--- src/rtl/button_conditioner.sv ---
// Button conditioner: synchronize, debounce and edge-detect raw buttons,
// then arbitrate single-cell moves on the nine board-cell buttons.
module button_conditioner #(
    parameter int DB_CYCLES = 50000
) (
    input  logic        clk,
    input  logic        reset,
    input  logic [10:0] btn_raw,
    output logic [10:0] btn_level,
    output logic [10:0] btn_press,
    output logic        cell_valid,
    output logic [3:0]  cell_idx,
    output logic        multi_err
);

    localparam int CW = $clog2(DB_CYCLES);
    localparam logic [CW-1:0] CNT_MAX = CW'(DB_CYCLES - 1);

    logic [10:0]         sync1;
    logic [10:0]         sync2;
    logic [10:0][CW-1:0] cnt;
    logic [10:0][CW-1:0] cnt_nxt;
    logic [10:0]         level_nxt;

    logic [8:0] pc;
    logic [8:0] other;
    logic       any_press;
    logic       one_press;
    logic       accept;
    logic       reject;
    logic [3:0] idx_nxt;

    // two-flop synchronizer on every raw input
    always_ff @(posedge clk or posedge reset) begin
        if (reset) begin
            sync1 <= '0;
            sync2 <= '0;
        end else begin
            sync1 <= btn_raw;
            sync2 <= sync1;
        end
    end

    // per-bit stability counter; level flips after a full window of disagreement
    always_comb begin
        level_nxt = btn_level;
        cnt_nxt   = '0;
        for (int i = 0; i < 11; i++) begin
            if (sync2[i] != btn_level[i]) begin
                if (cnt[i] == CNT_MAX) begin
                    level_nxt[i] = sync2[i];
                end else begin
                    cnt_nxt[i] = cnt[i] + CW'(1);
                end
            end
        end
    end

    // debounced level, counters and rising-edge pulse registers
    always_ff @(posedge clk or posedge reset) begin
        if (reset) begin
            cnt       <= '0;
            btn_level <= '0;
            btn_press <= '0;
        end else begin
            cnt       <= cnt_nxt;
            btn_level <= level_nxt;
            btn_press <= level_nxt & ~btn_level;
        end
    end

    // classify this cycle's cell presses as accepted or ambiguous
    always_comb begin
        pc        = btn_press[8:0];
        other     = btn_level[8:0] & ~pc;
        any_press = (pc != 9'd0);
        one_press = any_press && ((pc & (pc - 9'd1)) == 9'd0);
        accept    = one_press && (other == 9'd0);
        reject    = any_press && !accept;
        idx_nxt   = 4'd0;
        for (int i = 0; i < 9; i++) begin
            if (pc[i]) begin
                idx_nxt = 4'(i);
            end
        end
    end

    // registered arbitration outputs; index holds between accepted moves
    always_ff @(posedge clk or posedge reset) begin
        if (reset) begin
            cell_valid <= 1'b0;
            multi_err  <= 1'b0;
            cell_idx   <= 4'd0;
        end else begin
            cell_valid <= accept;
            multi_err  <= reject;
            if (accept) begin
                cell_idx <= idx_nxt;
            end
        end
    end

endmodule

--- config.mk ---
export PLATFORM = sky130hd
export DESIGN_NAME = button_conditioner
export DESIGN_NICKNAME = d
export VERILOG_FILES = /design/src/rtl/button_conditioner.sv
export SDC_FILE = /design/constraint.sdc
export NUM_CORES = 1
export LEC_CHECK = 0
export ABC_AREA = 0
export CORE_AREA = 2 2 194 139
export DETAILED_ROUTE_END_ITERATION = 10
export DIE_AREA = 0 0 196 141
export PLACE_DENSITY = 0.62
export SYNTH_ARGS = -nofsm -noshare
export SYNTH_HDL_FRONTEND = slang
export SYNTH_SLANG_ARGS = --single-unit
--- constraint.sdc ---
create_clock -name clk -period 9.1 [get_ports clk]
set_input_delay 1.82 -clock clk [delete_from_list [all_inputs] [get_ports clk]]
set_output_delay 1.82 -clock clk [all_outputs]
set_load 0.05 [all_outputs]
* After elaboration in Yosys (flattened, before gate mapping)
Index checks and enable logic that the tools add are counted.
** Operators by class
- Add/sub/neg operators :: 12
- Bitwise logic cells :: 5
- Equality and inequality tests :: 22
- Reduce and logical (&&, ||, !) cells :: 7
- Muxes and demuxes :: 52
** Operators by type and width (count)
- $mux 16 :: 22
- $add 16x1->16 const B :: 11
- $eq 16x16->1 const B :: 11
- $mux 4 :: 7
- $mux 1 :: 23
- $and 9x9->9 :: 2
- $logic_not 9->1 :: 2
- $and 11x11->11 :: 1
- $ne 1x1->1 :: 11
- $not 11->11 :: 1
- $not 9->9 :: 1
- $reduce_bool 9->1 :: 1
- $sub 9x1->9 const B :: 1
- $logic_and 1x1->1 :: 3
- $logic_not 1->1 :: 1
** Storage, ports and cells
- Flip-flop bits (word level) :: 226
- Word-level logic and storage cells :: 116
- Output and inout bits :: 28
- Input bits :: 13

* Longest topological paths before layout
- Depth in word-level cells :: 8
- Mapped depth :: 7
- Mapped depth without buffers :: 6

* Worst setup path after synthesis
Ideal clock, no wire load.
- Path type :: reg2out
- From :: register btn_press[1]
- To :: output btn_press[1]
- Data required time :: 7.280 ns
- Path slack :: 6.582 ns
- Stages on the path, launching flop included :: 1
- Buffers on the path :: 0
- Arrival time :: 0.698 ns
- Cells stage by stage :: dfrtp_1
** RTL lines
- start: declaration :: line 10 : output logic [10:0] btn_press,
- start signal: assignment :: line 68 : btn_press <= level_nxt & ~btn_level;
No word-level cell between the ends.

* Worst setup path in the final report
- From :: register btn_press[8]
- To :: output btn_press[8]
No word-level cell between the ends.

==> impl_metrics.env <==
export IMPL_yosysSeqAreaShare_pct=55.8
export IMPL_power_density_mw_per_mm2=174
export IMPL_synth_main_ff_cell="sky130_fd_sc_hd__dfrtp_1"
export IMPL_insertion_delay_of_the_later_clocked_pin_in_the_worst_skew_pair_ns=0.52
export IMPL_floorplan_initialDensity_pct=38.9
export IMPL_worstSetupPathType="reg -> out"
export IMPL_finalInstanceArea_mm2=0.0117
export IMPL_timing_fmax_mhz=257
export IMPL_via_per_inst=4.85
export IMPL_crit_arrival_ns=2.06
export IMPL_tightest_slew_ns=0.943
export IMPL_final_count_of_hold_timing_violations=0
export IMPL_post_cts_resize_count=0
export IMPL_critPathRequiredTime_ns=7.28
export IMPL_start_kind="flip-flop"
export IMPL_tns_ns=0
export IMPL_grt_antenna_before_repair=0
export IMPL_clock_pin_slew_reported_for_the_worst_setup_and_hold_paths_after_clock_tree_synthesis_ns=0.06
export IMPL_critPathCaptureType="output port"
export IMPL_ys_top_cells_by_area="sky130_fd_sc_hd__dfrtp_1 56%, sky130_fd_sc_hd__xnor2_1 8.2%, sky130_fd_sc_hd__nor2_1 7.8%"
export IMPL_num_io_pins=41
export IMPL_crit_chain="clkdlybuf4s50_1"
export IMPL_max_cap_violations=0
export IMPL_ctsRootBufferMaster="sky130_fd_sc_hd__clkbuf_16"
export IMPL_fp_dieW_um=196
export IMPL_yosys_cell_count_top_type="sky130_fd_sc_hd__dfrtp_1"
export IMPL_irDropWorstVdd_mv=0.117
export IMPL_total_leakage_power_uw=0.00502
export IMPL_drt_initial_drc_count=350
export IMPL_cts_htree_levels=1
export IMPL_gr_usage_all_layers_pct=14.2
export IMPL_place_detailed_hpwl_mm=12.8
export IMPL_syn_inst=982
export IMPL_drt_first_pass_iters=4
export IMPL_final_antenna_net_count=0
export IMPL_crit_fanout=12
export IMPL_crit_path_buffers_inverters=1
export IMPL_maxSlewHeadroom_pct=37.1
export IMPL_synth_edf_count=0
export IMPL_num_nets_final=1061
export IMPL_post_cts_setup_buffer_count=0
export IMPL_placeableCoreArea_mm2=0.0260
export IMPL_post_synth_most_frequent_cells="226 x sky130_fd_sc_hd__dfrtp_1, 211 x sky130_fd_sc_hd__nor2_1, 95 x sky130_fd_sc_hd__xnor2_1, 71 x sky130_fd_sc_hd__nand2_1, 70 x sky130_fd_sc_hd__xor2_1"
export IMPL_rsz0062_at_grt="false"
export IMPL_share_of_the_clock_period_used_by_the_worst_path_after_layout_pct=42.7
export IMPL_timing_final_setup_violations=0
export IMPL_cts_max_path_buffers=3
export IMPL_grt_pass1_vias=6584
export IMPL_async_flop_share_pct=100
export IMPL_cts_hold_buffers_added=0
export IMPL_routed_vias=6730
export IMPL_fp_row_count=50
export IMPL_design_die_area_mm2=0.0276
export IMPL_final_hold_worst_slack_ns=0.348
export IMPL_drc_errors=0
export IMPL_place_gp_congestion=0.803
export IMPL_postPlaceCellArea_mm2=0.0109
export IMPL_num_antenna_cells=0
export IMPL_drt_total_wl_mm=19.0
export IMPL_grt_pass1_wl_mm=32.8
export IMPL_netlist_cell_type_count=35
export IMPL_port_buffers=40
export IMPL_number_of_warnings_issued_by_yosys=0
export IMPL_synth_top_area_share_pct=55.8
export IMPL_timing_hold_worst_class="reg -> reg"
export IMPL_synthesis_to_finish_area_growth_pct=15.2
export IMPL_synthDominantAreaCellType="sky130_fd_sc_hd__dfrtp_1"
export IMPL_cpPeakStageDelay_ns=0.91
export IMPL_synth_seq_cells=226
export IMPL_cpLargestDelayFamily="buffers and inverters"
export IMPL_clock_sinks=226
export IMPL_synth_avg_cell_area_um2=10.3
export IMPL_cts_tree="built"
export IMPL_route_detailed_wl_per_inst_um=13.7
export IMPL_report_final_slew_viol_count=0
export IMPL_maximum_number_of_pins_on_one_net_before_global_route_repair=82
export IMPL_die_height_um=141
export IMPL_outcome="finished, final reports clean"
export IMPL_gr_total_overflow=0
export IMPL_syn_cell_area_mm2=0.0101
export IMPL_final_period_minus_worst_setup_slack_ns=3.88
export IMPL_final_fill_count=2432
export IMPL_timing_clock_skew_ns=0.0169
export IMPL_tritoncts_num_buffers=24
export IMPL_layout_drive_gt1_share_pct=5.33
export IMPL_timing_critical_path_slowest_stage_cell="sky130_fd_sc_hd__clkdlybuf4s50_1"
export IMPL_syn_num_nets=1006
-- final timing paths --
check	to	cells after the start	from	slack [ns]
setup / recovery	btn_press[8]	1	btn_press[8]	5.22
hold / removal	sync2[6]	0	sync1[6]	0.35
setup reg to reg	multi_err	5	btn_press[8]	6.56
hold reg to reg	sync2[6]	0	sync1[6]	0.35
max in group asynchronous	cnt[27]	3	reset	5.98
min in group asynchronous	sync1[4]	2	reset	1.77
-- per-layer routing --
metal	up-vias	GRT usage [%]	part of all wire, %
li1	3404	-	-
met1	3230	21.5	53
met2	66	21.4	43
met3	30	2.34	2.6
met4	0	3.27	2.0
met5	-	0	0
-- stage by stage --
stage	utilization (%)	instances	setup WS (ns)	total power (uW)
finish	44.9	1388	5.22	2030
global route	44.9	1388	5.15	2120
CTS	44.9	1388	5.18	2060
detailed placement	42.0	1349	5.33	1120
global placement	42.0	1349	5.35	1110
floorplan	-	982	1.09	1090
-- placed cells by master, fill, tap and decap left out, types with 12 or more instances in the layout --
cell type and instances:
sky130_fd_sc_hd__nor2_1 211, sky130_fd_sc_hd__and3_1 39, sky130_fd_sc_hd__nand3_1 61, sky130_fd_sc_hd__nand2_1 71
sky130_fd_sc_hd__xnor2_1 95, sky130_fd_sc_hd__nor4_1 16, sky130_fd_sc_hd__nor4b_1 12, sky130_fd_sc_hd__dfrtp_1 226
sky130_fd_sc_hd__clkdlybuf4s50_1 40, sky130_fd_sc_hd__xor2_1 70, sky130_fd_sc_hd__nor3_1 44, sky130_fd_sc_hd__clkbuf_16 24
sky130_fd_sc_hd__nand4_1 32, sky130_fd_sc_hd__inv_1 19
-- logic make-up after synthesis --
group	Yosys count	synth area share, %
adders and majority gates	11	1.36
and+or+nand+nor	514	24.1
xor gates and xnor gates	165	14.3
DFF	226	55.8
AOI/OAI and AO/OA	15	1.17
muxes	17	2.01
buffers and inverters	34	1.30
-- power breakdown --
part           leakage [uW]  internal, uW  total, uW  switching (uW)
clock network      0.000367           544        933             389
registers           0.00308          1020       1040            13.9
logic               0.00158          18.6       59.2            40.6
total               0.00502          1580       2030             444
-- flip-flops by register name (all words and copies together), names as in the netlist --
register	cells
cnt	176
btn_level	11
btn_press	11
sync1	11
sync2	11
cell_idx	4
cell_valid	1
multi_err	1
-- layout make-up --
| type | instances | area, um2 | area share (%) |
|---|---|---|---|
| timing repair buffer | 42 | 415 | 3.56 |
| multi-input combinational | 722 | 4340 | 37.2 |
| clock inverter | 7 | 77.6 | 0.665 |
| sequential | 226 | 5660 | 48.5 |
| clock buffer | 32 | 671 | 5.75 |
| tap | 338 | 423 | 3.62 |
| inverter | 21 | 86.3 | 0.740 |
Note: power is estimated with default switching activity, not from simulation.
